### src/rtl/tff_updown_counter_pkg.sv
// rtl/tff_updown_counter_pkg.sv - shared constants and helpers for T-flop counters
//
// Purpose: mode encoding for the SATURATE parameter and the load clamp helper
//          shared by the up/down counter and the timer blocks built on it.
// Ports:   none (package).

package tff_updown_counter_pkg;

  // SATURATE parameter encoding
  localparam int MODE_WRAP = 0;
  localparam int MODE_SAT  = 1;

  // Working width of clamp_load; callers zero-extend into it.
  localparam int CLAMP_W = 32;

  // Out-of-range load values are pinned to the top of the count range.
  function automatic logic [CLAMP_W-1:0] clamp_load(
    input logic [CLAMP_W-1:0] load_val,
    input logic [CLAMP_W-1:0] max_val
  );
    return (load_val > max_val) ? max_val : load_val;
  endfunction

endpackage

### src/rtl/tff_updown_counter_tff_cell.sv
// rtl/tff_updown_counter_tff_cell.sv - single toggle flip-flop storage cell
//
// Purpose: one count bit. Synchronous reset loads rst_val; otherwise the bit
//          inverts on every rising edge where T is high.
// Ports:
//   clk     - clock, rising edge
//   rst     - synchronous active-high reset
//   rst_val - value taken by q while rst is high
//   T       - toggle request
//   q       - stored bit

module tff_cell (
  input  logic clk,
  input  logic rst,
  input  logic rst_val,
  input  logic T,
  output logic q
);

  // rst is tested first so an unknown T during reset cannot reach q.
  always_ff @(posedge clk) begin
    if (rst) begin
      q <= rst_val;
    end else if (T) begin
      q <= ~q;
    end
  end

endmodule

### src/rtl/tff_updown_counter.sv
// rtl/tff_updown_counter.sv - parametrised up/down counter built from T-flop cells
//
// Purpose: synchronous up/down counter over 0..MAX_VAL with wrap or saturate
//          behaviour, synchronous load (clamped), count enable, combinational
//          terminal-count flag for cascading and a registered wrap pulse.
// Ports:
//   clk      - clock, rising edge
//   rst      - synchronous active-high reset (q <= RESET_VAL, wrap <= 0)
//   en       - count enable
//   up       - 1 = increment, 0 = decrement
//   load     - synchronous load strobe (beats en)
//   load_val - value captured on load, clamped to MAX_VAL
//   q        - current count
//   tc       - en & (up ? q == MAX_VAL : q == 0)
//   wrap     - one-cycle pulse coincident with the wrapped q value

module tff_updown_counter
  import tff_updown_counter_pkg::*;
#(
  parameter int WIDTH     = 8,
  parameter int MAX_VAL   = 2**WIDTH - 1,
  parameter int SATURATE  = MODE_WRAP,
  parameter int RESET_VAL = 0
) (
  input  logic             clk,
  input  logic             rst,
  input  logic             en,
  input  logic             up,
  input  logic             load,
  input  logic [WIDTH-1:0] load_val,
  output logic [WIDTH-1:0] q,
  output logic             tc,
  output logic             wrap
);

  localparam logic [WIDTH-1:0] MAX_Q = WIDTH'(MAX_VAL);
  localparam logic [WIDTH-1:0] RST_Q = WIDTH'(RESET_VAL);
  localparam logic [WIDTH-1:0] ONE_Q = {{(WIDTH-1){1'b0}}, 1'b1};

  logic [CLAMP_W-1:0] load_clamped;
  logic [WIDTH-1:0]   load_q;
  logic [WIDTH-1:0]   q_n;
  logic [WIDTH-1:0]   toggle;
  logic               wrap_n;
  logic               at_max;
  logic               at_zero;

  assign load_clamped = clamp_load(CLAMP_W'(load_val), CLAMP_W'(MAX_VAL));
  // The clamp result never exceeds MAX_VAL, so it always fits in WIDTH bits.
  assign load_q = load_clamped[WIDTH-1:0];

  generate
    if (WIDTH < CLAMP_W) begin : g_clamp_hi
      logic unused_clamp_hi;
      assign unused_clamp_hi = |load_clamped[CLAMP_W-1:WIDTH];
    end
  endgenerate

  // Exact compares keep non-power-of-two ranges (e.g. BCD) inside 0..MAX_VAL.
  assign at_max  = (q == MAX_Q);
  assign at_zero = (q == '0);

  assign tc = en & (up ? at_max : at_zero);

  // Next-count selection. Reset is not handled here: the cells apply it
  // directly, which keeps unknown control inputs away from the state.
  always_comb begin
    q_n    = q;
    wrap_n = 1'b0;
    if (load) begin
      q_n = load_q;
    end else if (en) begin
      if (up) begin
        if (!at_max) begin
          q_n = q + ONE_Q;
        end else if (SATURATE != MODE_SAT) begin
          q_n    = '0;
          wrap_n = 1'b1;
        end
      end else begin
        if (!at_zero) begin
          q_n = q - ONE_Q;
        end else if (SATURATE != MODE_SAT) begin
          q_n    = MAX_Q;
          wrap_n = 1'b1;
        end
      end
    end
  end

  // A bit toggles exactly when its next value differs from its current one.
  assign toggle = q ^ q_n;

  generate
    for (genvar i = 0; i < WIDTH; i++) begin : g_bit
      tff_cell u_cell (
        .clk     (clk),
        .rst     (rst),
        .rst_val (RST_Q[i]),
        .T       (toggle[i]),
        .q       (q[i])
      );
    end
  endgenerate

  always_ff @(posedge clk) begin
    if (rst) begin
      wrap <= 1'b0;
    end else begin
      wrap <= wrap_n;
    end
  end

endmodule

### config.mk
export PLATFORM = sky130hd
export DESIGN_NAME = tff_updown_counter
export DESIGN_NICKNAME = d
export VERILOG_FILES = /design/src/rtl/tff_updown_counter_pkg.sv /design/src/rtl/tff_updown_counter_tff_cell.sv /design/src/rtl/tff_updown_counter.sv
export SDC_FILE = /design/constraint.sdc
export NUM_CORES = 1
export LEC_CHECK = 0
export CELL_PAD_IN_SITES_DETAIL_PLACEMENT = 0
export CELL_PAD_IN_SITES_GLOBAL_PLACEMENT = 1
export CORE_ASPECT_RATIO = 0.75
export CORE_MARGIN = 2
export CORE_UTILIZATION = 33
export DETAILED_ROUTE_END_ITERATION = 8
export MAX_ROUTING_LAYER = met4
export PLACE_DENSITY = 0.83
export SLEW_MARGIN = 15
export SYNTH_ARGS = -nofsm -noshare
export SYNTH_HDL_FRONTEND = slang
export SYNTH_SLANG_ARGS = --single-unit
### constraint.sdc
create_clock -name clk -period 1.7 [get_ports clk]
set_input_delay 0.255 -clock clk [delete_from_list [all_inputs] [get_ports clk]]
set_output_delay 0.255 -clock clk [all_outputs]
set_load 0.02 [all_outputs]
==> metrics, run 1 <==
DRT Wirelength 3.17 mm; antenna viol nets, final 0; post-synthesis cell type count 55; Post-Syn Nets 140; most frequent cells in the layout 30 x buf_4, 20 x clkdlybuf4s50_1, 9 x nor2_1; CP Class flop to primary output; CP Launch Type flop; htree depth 1; global route total overflow 0; actual slew at the worst max-slew pin 0.509 ns; Switching Share 34.7%; Post-synth top flop dfxtp_1; Comb power frac 47.3%; switching pwr 334 µW; drt wl/cell 15.7 µm; Slew HR 66.0%; area of the core 2940 µm²; HPWL Detailed 2.27 mm; clock buffer depth 2; DR vias/cell 5.47; run status complete, but fails checks; Pint 628 µW; Inserted Clock Buffers 3; Period minus WS final 1.83 ns; clock share of power 27.8%; Compound-Gate Fraction of Synth Area 33.1%; vias in the first global route 1006; Synth Instances 124; Cells after DPL 194; most common cell after layout, fill and taps aside buf_4; Async SR Flop Fraction 0%; vias 1104; Worst-path clk slew 0.05 ns; EDFF count, synth 0; max_cap viols 0; gr usage total 19.2%; area of the multi-input gates 708 µm²; Die Ht 51.9 µm; crit path DAT 1.57 ns; Setup Viol. Count Final 1; simple-gate portion of the synthesized area 23.5%; Layout Skew 0.00629 ns; final RePlAce weighted congestion 0.856; post-synthesis adder-cell area fraction 3.72%; sequential fraction of design power 24.9%; multiplexer area fraction after synthesis 0.991%; Worst Setup End Kind primary output; die area 3520 µm²; Worst EP required 1.44 ns; initial DRC count 70; area delta synth->final 49.6%; CP Max Fanout 2; Hold Path Class input port to flop; failing checks negative setup slack; Area contributors post-synth dfxtp_1 18%, buf_4 8.2%, ha_1 3.7%; Initial Utilization 34.4%; Worst VDD drop 0.398 mV; DRC viols 0; Pwr Total 962 µW; Cell Area, Synth 1010 µm²; post-synthesis sequential area ratio 17.8%; Final Hold Fails 0; Mean Syn Cell Area 8.14 µm²; Final Slew Violations 0; # port buffers 22; FF/Latch Area 181 µm²; first-pass GRT wire length 4.84 mm; Seq cells post-synth 9; share of post-route cells with drive strength above 1 37.2%; Final period util 108%; Ys Warns 0; CTS tree yes; CTS root buffer clkbuf_8; Fillers 279; Rows 17; largest family of logic cells by synthesized area compound AO/OA/AOI/OAI gates; IO Pins 23; Final nets 181; Max Fclk 0.547 GHz; pwr dens 637 nW/µm²; # diodes 0; initial antenna violation count 0; CTS sink count 9; Setup WS post-layout -0.128 ns; XOR/XNOR Fraction of Synth Area 1.73%; 1st-pass router iterations 4; Synth top area share 17.8%; fin cells 202; width of the chip 67.9 µm; RSZ-0062 raised after global routing true; Synth area leader dfxtp_1; Worst Hold Margin 0.568 ns; largest net degree at the start of global routing 15; Pleak 0.000624 µW; clock latency on the worst-skew pair 0.25 ns
power groups by stage:
stage	Sequential (µW)	Clock (µW)	Combinational [µW]
floorplan	251	0	254
global placement	241	0	393
detailed placement	241	0	401
CTS	238	272	414
global route	241	277	491
finish	240	268	455
synthesized netlist by cell type, types with 5 or more instances:
cell      n
buf_4    11
dfxtp_1   9
nand2_1   5
o21ai_0   6
nor2_1    9
a21oi_1   7
inv_1     9
registers in the layout, summed over array words and instances (netlist names):
| register | flops |
|---|---|
| g_bit.u_cell.q | 8 |
| wrap | 1 |
metrics by stage:
step	util, %	instance area, µm²	setup WS, ns	setup TNS [ns]
4_1_cts	48.3	1420	-0.148	-0.148
2_1_floorplan	-	1010	0.0170	0
5_1_grt	51.4	1510	-0.202	-0.384
3_5_place_dp	45.9	1350	-0.359	-1.52
6_report	51.4	1510	-0.128	-0.128
3_3_place_gp	45.9	1350	-0.337	-1.36
path summary, 6_finish.rpt:
check	from	to	slack, ns	cells past startpoint
setup / recovery	g_bit[0].u_cell.q	tc	-0.13	6
hold / removal	load_val[0]	g_bit[0].u_cell.q	0.57	3
setup reg to reg	g_bit[0].u_cell.q	g_bit[7].u_cell.q	0.01	7
hold reg to reg	g_bit[2].u_cell.q	g_bit[2].u_cell.q	0.66	3
what timing repair did:
| action | in CTS | in global routing |
|---|---|---|
| hold endpoints to repair | 0 | 0 |
| resized for setup | 15 | 13 |
| setup endpoints to repair | 7 | 8 |
| pin swaps | 1 | 4 |
| hold buffers | 0 | 0 |
| buffers inserted | 0 | 4 |
kinds of logic after synthesis:
group                    count (synthesis)
flip-flops                               9
AND/OR/NAND/NOR                         37
adder cells (fa/ha/maj)                  3
buffers and inverters                   29
XOR/XNOR                                 2
multiplexers                             1
AO/OA/AOI/OAI                           43
worst max-delay path, stage by stage (launching register included):
cell     delay, ns
dfxtp_2       0.32
inv_2         0.07
ha_4          0.13
or3b_4        0.39
nor3_4        0.14
o21a_2        0.16
buf_6         0.12
layer usage:
layer	global-route usage, %	vias up	wire length, µm	part of all wire (%)
met2	27.6	46	1420	45
met5	-	-	0	0
met3	4.98	8	207	6.5
met4	6.67	0	53	1.7
li1	-	536	-	-
met1	26.2	514	1490	47
layout make-up:
class / instances / area share [%]
flip-flops and latches: 9 / 12.0
multi-input cells: 86 / 46.9
repair buffers: 56 / 32.7
well taps: 38 / 3.15
clock buffers: 4 / 2.98
inverters: 9 / 2.24
(Power assumes the default switching activity.)
==> run 2, diff against run 1 <==
--- a/config.mk
+++ b/config.mk
@@ -5,14 +5,15 @@
 export SDC_FILE = /design/constraint.sdc
 export NUM_CORES = 1
 export LEC_CHECK = 0
+export CAP_MARGIN = 40
 export CELL_PAD_IN_SITES_DETAIL_PLACEMENT = 0
 export CELL_PAD_IN_SITES_GLOBAL_PLACEMENT = 1
 export CORE_ASPECT_RATIO = 0.75
 export CORE_MARGIN = 2
-export CORE_UTILIZATION = 33
+export CORE_UTILIZATION = 36
 export DETAILED_ROUTE_END_ITERATION = 8
 export MAX_ROUTING_LAYER = met4
-export PLACE_DENSITY = 0.83
+export PLACE_DENSITY = 0.85
 export SLEW_MARGIN = 15
 export SYNTH_ARGS = -nofsm -noshare
 export SYNTH_HDL_FRONTEND = slang
==> constraint.sdc (replaced) <==
create_clock -name clk -period 1.93 [get_ports clk]
set_input_delay 0.2895 -clock clk [delete_from_list [all_inputs] [get_ports clk]]
set_output_delay 0.2895 -clock clk [all_outputs]
set_load 0.02 [all_outputs]
==> run 2 against run 1 <==
  * The flow now finishes without violations
  * Die area decreased by 7.8%
  * Clock power decreased by 13%
  * Count of clock-buffer cells in the layout unchanged
  * Sequential share of layout area increased by 1.0 points
  * Via count decreased by 5.1%
  * Cell count decreased by 5.0%
  * Cell area decreased by 7.2%
  * Worst setup slack improved by 0.16 ns
  * Hold slack improved by 0.045 ns
  * Largest cell class unchanged
==> metrics, run 2 (synthesis results as in run 1) <==
CTS root buffer clkbuf_8; Layout Skew 0.00203 ns; Pleak 0.000561 µW; Worst Setup End Kind primary output; IO Pins 23; actual slew at the worst max-slew pin 0.443 ns; Final Slew Violations 0; largest net degree at the start of global routing 18; sequential fraction of design power 26.4%; clock latency on the worst-skew pair 0.24 ns; Final period util 98.2%; CTS tree yes; dpl ws -0.255 ns; Worst Setup SP g_bit[5].u_cell.q; most common cell after layout, fill and taps aside buf_4; Period minus WS final 1.90 ns; pwr dens 570 nW/µm²; area delta synth->final 38.8%; reg2reg start g_bit[3].u_cell.q; RSZ-0062 raised after global routing true; switching pwr 272 µW; gr usage total 19.9%; Max Fclk 0.528 GHz; Rows 16; Largest register FFs 8; first-pass GRT wire length 4.75 mm; Setup Viol. Count Final 0; vias in the first global route 992; htree depth 1; biggest regs g_bit.u_cell.q (8), wrap (1); Pint 526 µW; width of the chip 65.2 µm; initial DRC count 51; Pwr Total 798 µW; post-route cell area 1400 µm²; Biggest register g_bit.u_cell.q; R2R depth 6; Switching Share 34.1%; Comb power frac 44.5%; 1st-pass router iterations 4; Die Ht 49.9 µm; # port buffers 22; drt wl/cell 15.6 µm; DRT Wirelength 2.99 mm; Slew HR 70.4%; Final nets 173; R2R setup slack 0.14 ns; clock share of power 29.2%; Reg-to-Reg End g_bit[7].u_cell.q; vias 1048; CTS sink count 9; die area 3250 µm²; crit path DAT 1.61 ns; Worst VDD drop 0.266 mV; global route total overflow 0; max_cap viols 0; Worst Setup EP tc; # diodes 0; run status complete, no violations; Inserted Clock Buffers 3; DR vias/cell 5.46; Initial Utilization 38.2%; Hold Path Class input port to flop; clock buffer depth 2; DRC viols 0; antenna viol nets, final 0; Worst EP required 1.64 ns; Final Hold Fails 0; CP Launch Type flop; most frequent cells in the layout 25 x buf_4, 21 x clkdlybuf4s50_1, 9 x nor2_1; share of post-route cells with drive strength above 1 31.4%; worst hold path depth 3; HPWL Detailed 2.05 mm; Final Core Density 53.0%; CP Class flop to primary output; initial antenna violation count 0; Worst-path clk slew 0.05 ns; CP Max Fanout 2; area post-placement 1290 µm²; area of the core 2640 µm²; final RePlAce weighted congestion 0.896; Setup WS post-layout 0.0349 ns
==> run 2: area by class of cell <==
type	instances	area [µm²]
Fill cell	255	1240
Multi-Input combinational cell	86	666
Timing Repair Buffer	48	429
Sequential cell	9	183
Clock buffer	4	45.0
Tap cell	36	45.0
Inverter	9	33.8
==> run 2: per-stage QoR <==
| step | hold slack, ns | TNS, ns | instances |
|---|---|---|---|
| 6_report | 0.613 | 0 | 192 |
| 5_1_grt | 0.640 | -0.0268 | 192 |
| 4_1_cts | 0.614 | -0.0220 | 192 |
| 3_5_place_dp | 0.682 | -0.255 | 184 |
| 3_3_place_gp | 0.683 | -0.208 | 184 |
| 2_1_floorplan | 0.437 | 0 | 124 |
==> run 2: repair_timing <==
item	in CTS	in global routing
hold buffers	0	0
resized for setup	13	4
endpoints found under the setup margin	1	2
pin swaps	3	2
setup buffers	4	1
==> run 2: critical path: stages (launching register included) <==
cell	delay (ns)
dfxtp_1	0.31
or4_4	0.55
nor3_4	0.20
o21a_1	0.17
buf_6	0.13
==> run 2: how the worst min path moves through the flow <==
stage / from / to / slack (ns)
3_3_place_gp: g_bit[6].u_cell.q / g_bit[6].u_cell.q / 0.68
4_1_cts: load_val[3] / g_bit[3].u_cell.q / 0.61
5_1_grt: load_val[4] / g_bit[4].u_cell.q / 0.64
6_report: load_val[0] / g_bit[0].u_cell.q / 0.61
2_1_floorplan: load_val[3] / g_bit[3].u_cell.q / 0.44
3_5_place_dp: g_bit[6].u_cell.q / g_bit[6].u_cell.q / 0.68
==> run 2: metal layers <==
layer	global-route usage, %	vias to the layer above	wire (µm)
met4	9.72	0	62
met2	29.2	36	1340
met5	-	-	0
met1	26.1	489	1420
met3	3.88	6	169
li1	-	517	-
==> run 2: power by group through the flow <==
stage	logic [µW]	clock network (µW)	registers [µW]
floorplan	220	0	221
CTS	350	237	210
global placement	324	0	211
detailed placement	330	0	212
finish	355	233	210
global route	381	249	212
==> run 3, diff against run 2 <==
--- a/config.mk
+++ b/config.mk
@@ -5,15 +5,16 @@
 export SDC_FILE = /design/constraint.sdc
 export NUM_CORES = 1
 export LEC_CHECK = 0
+export ABC_AREA = 1
 export CAP_MARGIN = 40
 export CELL_PAD_IN_SITES_DETAIL_PLACEMENT = 0
 export CELL_PAD_IN_SITES_GLOBAL_PLACEMENT = 1
 export CORE_ASPECT_RATIO = 0.75
 export CORE_MARGIN = 2
-export CORE_UTILIZATION = 36
+export CORE_UTILIZATION = 33
 export DETAILED_ROUTE_END_ITERATION = 8
 export MAX_ROUTING_LAYER = met4
-export PLACE_DENSITY = 0.85
+export PLACE_DENSITY = 0.86
 export SLEW_MARGIN = 15
 export SYNTH_ARGS = -nofsm -noshare
 export SYNTH_HDL_FRONTEND = slang
==> run 3 against run 2 <==
  * Synthesized area decreased by 10%
  * Utilization decreased by 2.3 points
  * Largest cell class unchanged
  * Sequential share of layout area increased by 0.71 points
  * Synthesized cell count increased by 19%
  * Global-route usage decreased by 2.4 points
==> metrics, run 3 <==
run status complete, no violations; vias 1023; Worst-path clk slew 0.06 ns; Slew HR 84.0%; Biggest register g_bit.u_cell.q; Post-Syn Nets 163; Hold-fix buffers, CTS 0; Synth Instances 147; most frequent CP cell inv_1; Cell Area, Synth 907 µm²; gr usage total 17.4%; crit-path leading delay family simple AND/OR/NAND/NOR gates; Fillers 272; # port buffers 22; hold endpoint g_bit[1].u_cell.q; width of the chip 64.5 µm; Inserted Clock Buffers 3; initial DRC count 52; most frequent cells in the layout 29 x nand2_1, 27 x buf_4, 21 x clkdlybuf4s50_1; Max stage delay cell, worst path dfxtp_2; drt wl/cell 11.4 µm; Max Fclk 0.553 GHz; vias in the first global route 936; Layout Skew 0.000942 ns; EDFF count, synth 0; CTS sink count 9; largest stage delay on the critical path 0.33 ns; post-route cell area 1320 µm²; CTS root buffer clkbuf_4; die area 3190 µm²; synth cell count leaders 30 x nand2_1, 17 x nand3_1, 16 x inv_1; Synth area leader dfxtp_1; share of post-route cells with drive strength above 1 28.9%; final RePlAce weighted congestion 0.928; # diodes 0; Final Hold Fails 0; clock buffer depth 2; CTS tree yes; DRC viols 0; htree depth 1; HPWL Detailed 2.11 mm; Area contributors post-synth dfxtp_1 20%, nand2_1 12%, nand3_1 9.4%; Setup Viol. Count Final 0; Seq cells post-synth 9; R2R depth 9; Crit path depth 9; global route total overflow 0; pwr dens 510 nW/µm²; Pwr Total 673 µW; Initial Utilization 34.9%; DRT Wirelength 2.54 mm; Ys Warns 0; reg2reg start g_bit[1].u_cell.q; buffers plus inverters on the worst setup path 4; area post-placement 1270 µm²; Mean Syn Cell Area 6.17 µm²; Async SR Flop Fraction 0%; clock share of power 21.9%; Final period util 93.7%; initial antenna violation count 0; largest net degree at the start of global routing 10; most common cell after layout, fill and taps aside nand2_1; R2R setup slack 0.53 ns; 1st-pass router iterations 4; RSZ-0062 raised after global routing false; Period minus WS final 1.81 ns; sequential fraction of design power 32.3%; cells along the critical path inv_1, ha_2, nand3_2, nor3_2, inv_1, nand2_1, nand2_2, inv_1, buf_4; Pint 431 µW; DR vias/cell 4.59; Die Ht 49.4 µm; Worst Setup End Kind primary output; crit path DAT 1.52 ns; Largest register FFs 8; IO Pins 23; antenna viol nets, final 0; area delta synth->final 45.5%; first-pass GRT wire length 4.15 mm; cell with the most instances after synthesis nand2_1; area of the core 2600 µm²; Reg-to-Reg End g_bit[6].u_cell.q; Final Slew Violations 0; CP Launch Type flop; Rows 16; Switching Share 35.9%; clock latency on the worst-skew pair 0.26 ns; Worst VDD drop 0.308 mV; Worst EP required 1.64 ns; CP Class flop to primary output; Hold Path Class input port to flop; max_cap viols 0; switching pwr 242 µW; biggest regs g_bit.u_cell.q (8), wrap (1); Final nets 204; actual slew at the worst max-slew pin 0.238 ns; Synth top area share 19.9%; Comb power frac 45.8%; post-synthesis sequential area ratio 19.9%; Pleak 0.000599 µW; Post-synth top flop dfxtp_1; hold_sp rst; worst hold path depth 2; post-synthesis cell type count 25; CP Max Fanout 4
run 3: cell types whose count changed after synthesis, moves of 3 or more:
cell and change:
nand3_1 +14, a21oi_1 +5, a21oi_2 +3, nor4_1 -3
xor2_1 +3, a31oi_1 -3, o21ai_0 +6, nand2_1 +25
inv_1 +7, nor2_2 +6
run 3: worst max-delay path by stage:
stage	startpoint	endpoint	slack, ns
floorplan	g_bit[0].u_cell.q	tc	0.42
global placement	up	tc	-0.24
detailed placement	up	tc	-0.27
CTS	g_bit[1].u_cell.q	tc	0.01
global route	g_bit[0].u_cell.q	tc	0.008
finish	g_bit[1].u_cell.q	tc	0.12
run 3: per-layer routing:
layer,track usage [%],routed length (µm),vias up
met5,-,0,-
met4,6.38,34,0
met3,2.08,159,3
met2,26.4,1060,35
met1,23.9,1280,443
li1,-,-,542
run 3: cell families after synthesis:
kind of cell / share of synthesized area (%)
and+or+nand+nor: 36.6
buffers and inverters: 17.5
AOI/OAI and AO/OA: 18.1
DFF: 19.9
xor gates and xnor gates: 3.86
adders and majority gates: 4.14
run 3: area by class of cell:
class                      instances  area [µm²]  share of cell area (%)
tap                               36        45.0                    3.41
inverter                          19        71.3                    5.40
sequential                         9         181                    13.7
multi-input combinational        107         583                    44.2
clock buffer                       4        26.3                    1.99
timing repair buffer              48         413                    31.3
run 3: repair_timing:
action | CTS | global route
setup endpoints to repair | 1 | 1
pin swaps | 1 | 1
resized for setup | 4 | 7
setup buffers | 0 | 1
run 3: power groups by stage:
stage / combinational (µW) / sequential, µW / clock, µW
after floorplan: 180 / 220 / 0
after global placement: 297 / 220 / 0
after detailed placement: 301 / 221 / 0
after CTS: 304 / 216 / 148
after global routing: 339 / 219 / 156
final: 308 / 217 / 148
run 3: through the flow:
stage          hold slack [ns]  utilization, %  setup WS (ns)  instances  TNS, ns
6_report                 0.619            50.7          0.122        223        0
3_3_place_gp             0.696            48.9         -0.238        218   -0.238
4_1_cts                  0.626            50.1         0.0145        222        0
5_1_grt                  0.645            50.7        0.00807        223        0
2_1_floorplan            0.360               -          0.416        147        0
3_5_place_dp             0.716            48.9         -0.268        218   -0.268
